[config.mk]
export PLATFORM = sky130hd
export DESIGN_NAME = mem_arbiter
export DESIGN_NICKNAME = d
export VERILOG_FILES = /design/src/rtl/mem_arb_pkg.sv /design/src/rtl/mem_arb_rr.sv /design/src/rtl/mem_arbiter.sv
export SDC_FILE = /design/constraint.sdc
export NUM_CORES = 1
export LEC_CHECK = 0
export CAP_MARGIN = 15
export CORE_AREA = 8 8 636 638
export CTS_BUF_LIST = sky130_fd_sc_hd__clkbuf_4 sky130_fd_sc_hd__clkbuf_8
export CTS_CLUSTER_DIAMETER = 80
export DETAILED_ROUTE_END_ITERATION = 12
export DIE_AREA = 0 0 644 646
export PLACE_DENSITY = 0.3
export SETUP_SLACK_MARGIN = 0.02
export SLEW_MARGIN = 5
export SYNTH_ARGS = -nofsm -noshare
export SYNTH_HDL_FRONTEND = slang
export SYNTH_SLANG_ARGS = --single-unit
[constraint.sdc]
create_clock -name clk_i -period 2.8 [get_ports clk_i]
set_clock_uncertainty 0.05 [all_clocks]
set_input_delay 0.56 -clock clk_i [delete_from_list [all_inputs] [get_ports clk_i]]
set_output_delay 0.56 -clock clk_i [all_outputs]
set_load 0.05 [all_outputs]
[src/rtl/mem_arb_pkg.sv]
// Shared types and constants for the two-port (icache/dcache) memory arbiter.
package mem_arb_pkg;

    typedef enum logic [1:0] {
        IDLE    = 2'd0,
        BUSY    = 2'd1,
        RELEASE = 2'd2
    } arb_state_t;

    localparam int P_ICACHE = 0;
    localparam int P_DCACHE = 1;

    localparam int DEFAULT_DATA_W = 256;
    localparam int DEFAULT_ADDR_W = 32;

endpackage

[src/rtl/mem_arb_rr.sv]
// Two-way round-robin pick: a lone requester wins, a tie goes to the port
// that was not granted last time.
module mem_arb_rr
    import mem_arb_pkg::*;
(
    input  logic [1:0] req,
    input  logic       last_grant,
    output logic       grant_valid,
    output logic       grant_idx
);

    always_comb begin
        grant_valid = |req;
        grant_idx   = 1'b0;
        if (req[P_ICACHE] && req[P_DCACHE]) begin
            grant_idx = ~last_grant;
        end else if (req[P_DCACHE]) begin
            grant_idx = 1'b1;
        end
    end

endmodule

[src/rtl/mem_arbiter.sv]
// Arbitrates line fills / write-backs from icache (port 0) and dcache (port 1)
// onto a single memory port, with a sticky no-ack timeout flag.
module mem_arbiter
    import mem_arb_pkg::*;
#(
    parameter int DATA_W  = DEFAULT_DATA_W,
    parameter int ADDR_W  = DEFAULT_ADDR_W,
    parameter int TIMEOUT = 64
) (
    input  logic              clk_i,
    input  logic              rst_i,

    input  logic              p0_enable_i,
    input  logic              p0_write_i,
    input  logic [ADDR_W-1:0] p0_addr_i,
    input  logic [DATA_W-1:0] p0_data_i,
    output logic [DATA_W-1:0] p0_data_o,
    output logic              p0_ack_o,

    input  logic              p1_enable_i,
    input  logic              p1_write_i,
    input  logic [ADDR_W-1:0] p1_addr_i,
    input  logic [DATA_W-1:0] p1_data_i,
    output logic [DATA_W-1:0] p1_data_o,
    output logic              p1_ack_o,

    output logic              mem_enable_o,
    output logic              mem_write_o,
    output logic [ADDR_W-1:0] mem_addr_o,
    output logic [DATA_W-1:0] mem_data_o,
    input  logic [DATA_W-1:0] mem_data_i,
    input  logic              mem_ack_i,

    output logic              err_o
);

    localparam int               CNT_W       = $clog2(TIMEOUT + 1);
    localparam logic [CNT_W-1:0] TIMEOUT_CNT = CNT_W'(TIMEOUT);
    localparam logic [CNT_W-1:0] ERR_EDGE    = CNT_W'(TIMEOUT - 1);

    arb_state_t        state;
    arb_state_t        state_next;
    logic              last_grant;
    logic              grant_q;
    logic              lat_write;
    logic [ADDR_W-1:0] lat_addr;
    logic [DATA_W-1:0] lat_data;
    logic [CNT_W-1:0]  wait_cnt;
    logic              err_q;

    logic              grant_valid;
    logic              grant_idx;
    logic              take_grant;
    logic              mem_done;
    logic              busy_stall;

    mem_arb_rr u_rr (
        .req         ({p1_enable_i, p0_enable_i}),
        .last_grant  (last_grant),
        .grant_valid (grant_valid),
        .grant_idx   (grant_idx)
    );

    // Requests are only looked at in IDLE and acks only in BUSY, so stray
    // acks in the bubble or after a reset fall through harmlessly.
    always_comb begin
        state_next = state;
        take_grant = 1'b0;
        mem_done   = 1'b0;
        case (state)
            IDLE: begin
                if (grant_valid) begin
                    state_next = BUSY;
                    take_grant = 1'b1;
                end
            end
            BUSY: begin
                if (mem_ack_i) begin
                    state_next = RELEASE;
                    mem_done   = 1'b1;
                end
            end
            RELEASE: state_next = IDLE;
            default: state_next = IDLE;
        endcase
    end

    assign busy_stall = (state == BUSY) && !mem_ack_i;

    // last_grant resets to port 1 so the icache wins the first tie.
    always_ff @(posedge clk_i) begin
        if (rst_i) begin
            state      <= IDLE;
            last_grant <= 1'b1;
            grant_q    <= 1'b0;
            lat_write  <= 1'b0;
            lat_addr   <= '0;
            lat_data   <= '0;
            wait_cnt   <= '0;
            err_q      <= 1'b0;
        end else begin
            state <= state_next;
            if (take_grant) begin
                last_grant <= grant_idx;
                grant_q    <= grant_idx;
                lat_write  <= grant_idx ? p1_write_i : p0_write_i;
                lat_addr   <= grant_idx ? p1_addr_i  : p0_addr_i;
                lat_data   <= grant_idx ? p1_data_i  : p0_data_i;
                wait_cnt   <= '0;
            end else if (busy_stall && wait_cnt != TIMEOUT_CNT) begin
                wait_cnt <= wait_cnt + CNT_W'(1);
            end
            // Flag rises on the same edge the counter lands on TIMEOUT.
            if (busy_stall && wait_cnt == ERR_EDGE) begin
                err_q <= 1'b1;
            end
        end
    end

    assign mem_enable_o = (state == BUSY);
    assign mem_write_o  = lat_write;
    assign mem_addr_o   = lat_addr;
    assign mem_data_o   = lat_data;

    assign p0_ack_o  = mem_done && (grant_q == 1'(P_ICACHE));
    assign p1_ack_o  = mem_done && (grant_q == 1'(P_DCACHE));
    assign p0_data_o = p0_ack_o ? mem_data_i : '0;
    assign p1_data_o = p1_ack_o ? mem_data_i : '0;

    assign err_o = err_q;

endmodule

==> results.cfg <==
[cts]
cts_root_buffer = clkbuf_8
cts_tree = built
clock_sinks = 301
clockBufferDepth = 3
ctsHoldBuffers = 0
numCtsBuffers = 60
clk_pin_slew_ps = 60
htree_levels = 2
clock_latency_ps = 740

[setup_path]
cp-start-kind = flip-flop
cpMaxStageDelayCell = dfxtp_4
arrival_ps = 2360
end_kind = primary output
critPathMaxStageDelay_ps = 410
crit_top_cell = buf_12
cp_num_buf_inv = 5
rrSetupSlack_ps = 970
startpoint = state[0]
r2r_start = last_grant
crit_fanout = 9
worstSetupPathType = reg2out
crit_chain = nand2_4, nor3b_4, buf_12, buf_12, buf_12, clkbuf_16, and2_4, buf_12
crit_family = buffers and inverters
cp.required_ps = 2190

[final_layout]
final_layout_size_suffix_gt1_frac = 0.3613
fin_cells = 8707
final_design_area_no_fill_sq_um = 48850
final_core_util = 0.1239
num-nets-final = 4234
area_growth_pct = 207.7

[floorplanning]
num_rows = 231
die_h_microns = 646
core-area_sq_um = 394200
die_w_microns = 644
start_util = 0.04027
dieArea_sq_um = 416000
io_pins = 1644

[timing]
slew_viol_final = 0
slew-limit-headroom = 0.5042
whs_ps = 380.2
fin_crit_ps = 2973
fmax_mhz = 336.3
layout_setup_ws_ps = -173.3
rsz0062_at_grt = true
tightest_slew_ps = 741.3
hold_viol = 0
period_share = 1.062
setup_viol = 481
tns_ps = -49150

[power]
vdd_drop_max_v = 0.0002970
p_leak_nw = 17.19
pwr_density_cell_nw_per_um2 = 367.7
power_mw = 17.96

[worst_hold_path]
hp-class = in2reg
min-delay-start = p0_data_i[21]

[logic_synthesis]
synth_area_sq_um = 15880
yosys_warnings = 0
synth.most_common_cell = and2_1
synth_top_cell_by_area = dfxtp_1
syn_inst = 1597
synth_top_area_share = 0.3795
ys.flop_type = dfxtp_1
yosysUniqueCellTypes = 37
ys_seq_area_frac = 0.3795
netlist_top_cells_area = dfxtp_1, and2_1, mux2i_1, o2bb2ai_1, buf_2
syn_area_per_cell_sq_um = 9.941
synth-seq-cells = 301
synth-edff-count = 0
syn_nets = 2438
ys_top_cells_by_count = and2_1, dfxtp_1, mux2i_1
async_flop_share = 0

[placed_design]
place_area_sq_um = 45410
pre_cts_ws_ps = -310.3
dp_cells = 8523
io_buffers = 1643
place.gp.congestion = 0.9399
dpl.hpwl_microns = 253800

[route]
drc = 0
wl_met2_microns = 153100
route.top_layer_used = met5
route.met3.wl_microns = 24890
drtIter0Drc = 1092
drt-pass1-iter-count = 4
drt-met1-wl_microns = 95120
vias = 21671
routed_wl_microns = 279500
wl_per_cell_microns = 32.10
avgViaCountPerCell = 2.489
ant_nets = 0

[flow_run]
maxCapViolCount = 0

[global_route]
overflow = 0
gr-usage-all-layers = 0.1261
grt_max_degree = 65
antenna_found_initial = 195
grt_pass1_vias = 21958
grt_pass1_wl_microns = 327800

[run_status]
run_status = complete, but fails checks
violations = setup timing
## report_power, final
| group | switching (mW) | internal, mW |
|---|---|---|
| Clock | 2.28 | 2.66 |
| Combinational | 4.65 | 3.43 |
| Sequential | 0.243 | 4.70 |
| Total | 7.18 | 10.8 |
## final timing paths
kind | to | cells past startpoint
hold / removal | mem_data_o[21] | 3
setup reg to reg | mem_data_o[26] | 6
hold reg to reg | err_o | 2
setup / recovery | p1_data_o[246] | 8
## sequential cells by signal, summed over array words and instances (netlist names)
name,flops
err_o,1
grant_q,1
last_grant,1
mem_addr_o,32
mem_data_o,256
mem_write_o,1
state,2
wait_cnt,7
## what timing repair did
| item | CTS | global route |
|---|---|---|
| gates resized for setup | 204 | 249 |
| cloned | 12 | 21 |
| setup endpoints to repair | 543 | 529 |
| setup buffers | 19 | 9 |
| pin swaps | 3 | 2 |
## layout make-up
type | count | area (sq um)
Inverter | 5 | 18.77
Fill cell | 44740 | 345400
Sequential cell | 301 | 6035
Clock inverter | 8 | 62.56
Tap cell | 5242 | 6559
Multi-Input combinational cell | 1138 | 9927
Timing Repair Buffer | 1887 | 24990
Clock buffer | 96 | 1184
Antenna cell | 30 | 75.07
## worst register-to-register path, cell delays in order, from the launching register on
cell,delay (ps)
dfxtp_1,330
a21boi_4,240
buf_12,240
buf_12,280
mux2i_1,390
buf_4,180
o2bb2ai_1,50
## placed cells by master, fill, tap and decap left out, drive strengths merged, types with 2 or more instances in the layout
cell           count
o211ai             4
clkinv             5
o21ai              4
a21oi              6
o21a               3
or3                3
clkinvlp           2
nand2              4
clkbuf           113
diode             30
buf              752
mux2i            291
clkdlybuf4s50   1118
o2bb2ai          289
and2             512
nor3               2
ha                 2
nor2b              2
dfxtp            301
inv                6
## cells by family after synthesis
kind of cell | share of synthesized area
flops | 0.3795
mux | 0.1835
fa+ha+maj | 0.001576
simple gates | 0.2113
buf+inv | 0.05383
compound gates | 0.1703
## layer usage
metal | track usage | vias up
li1 | - | 9313
met1 | 0.1253 | 10611
met2 | 0.2484 | 1265
met3 | 0.05011 | 378
met4 | 0.01965 | 104
met5 | 0 | -
Power figures use the tool's default switching activity.
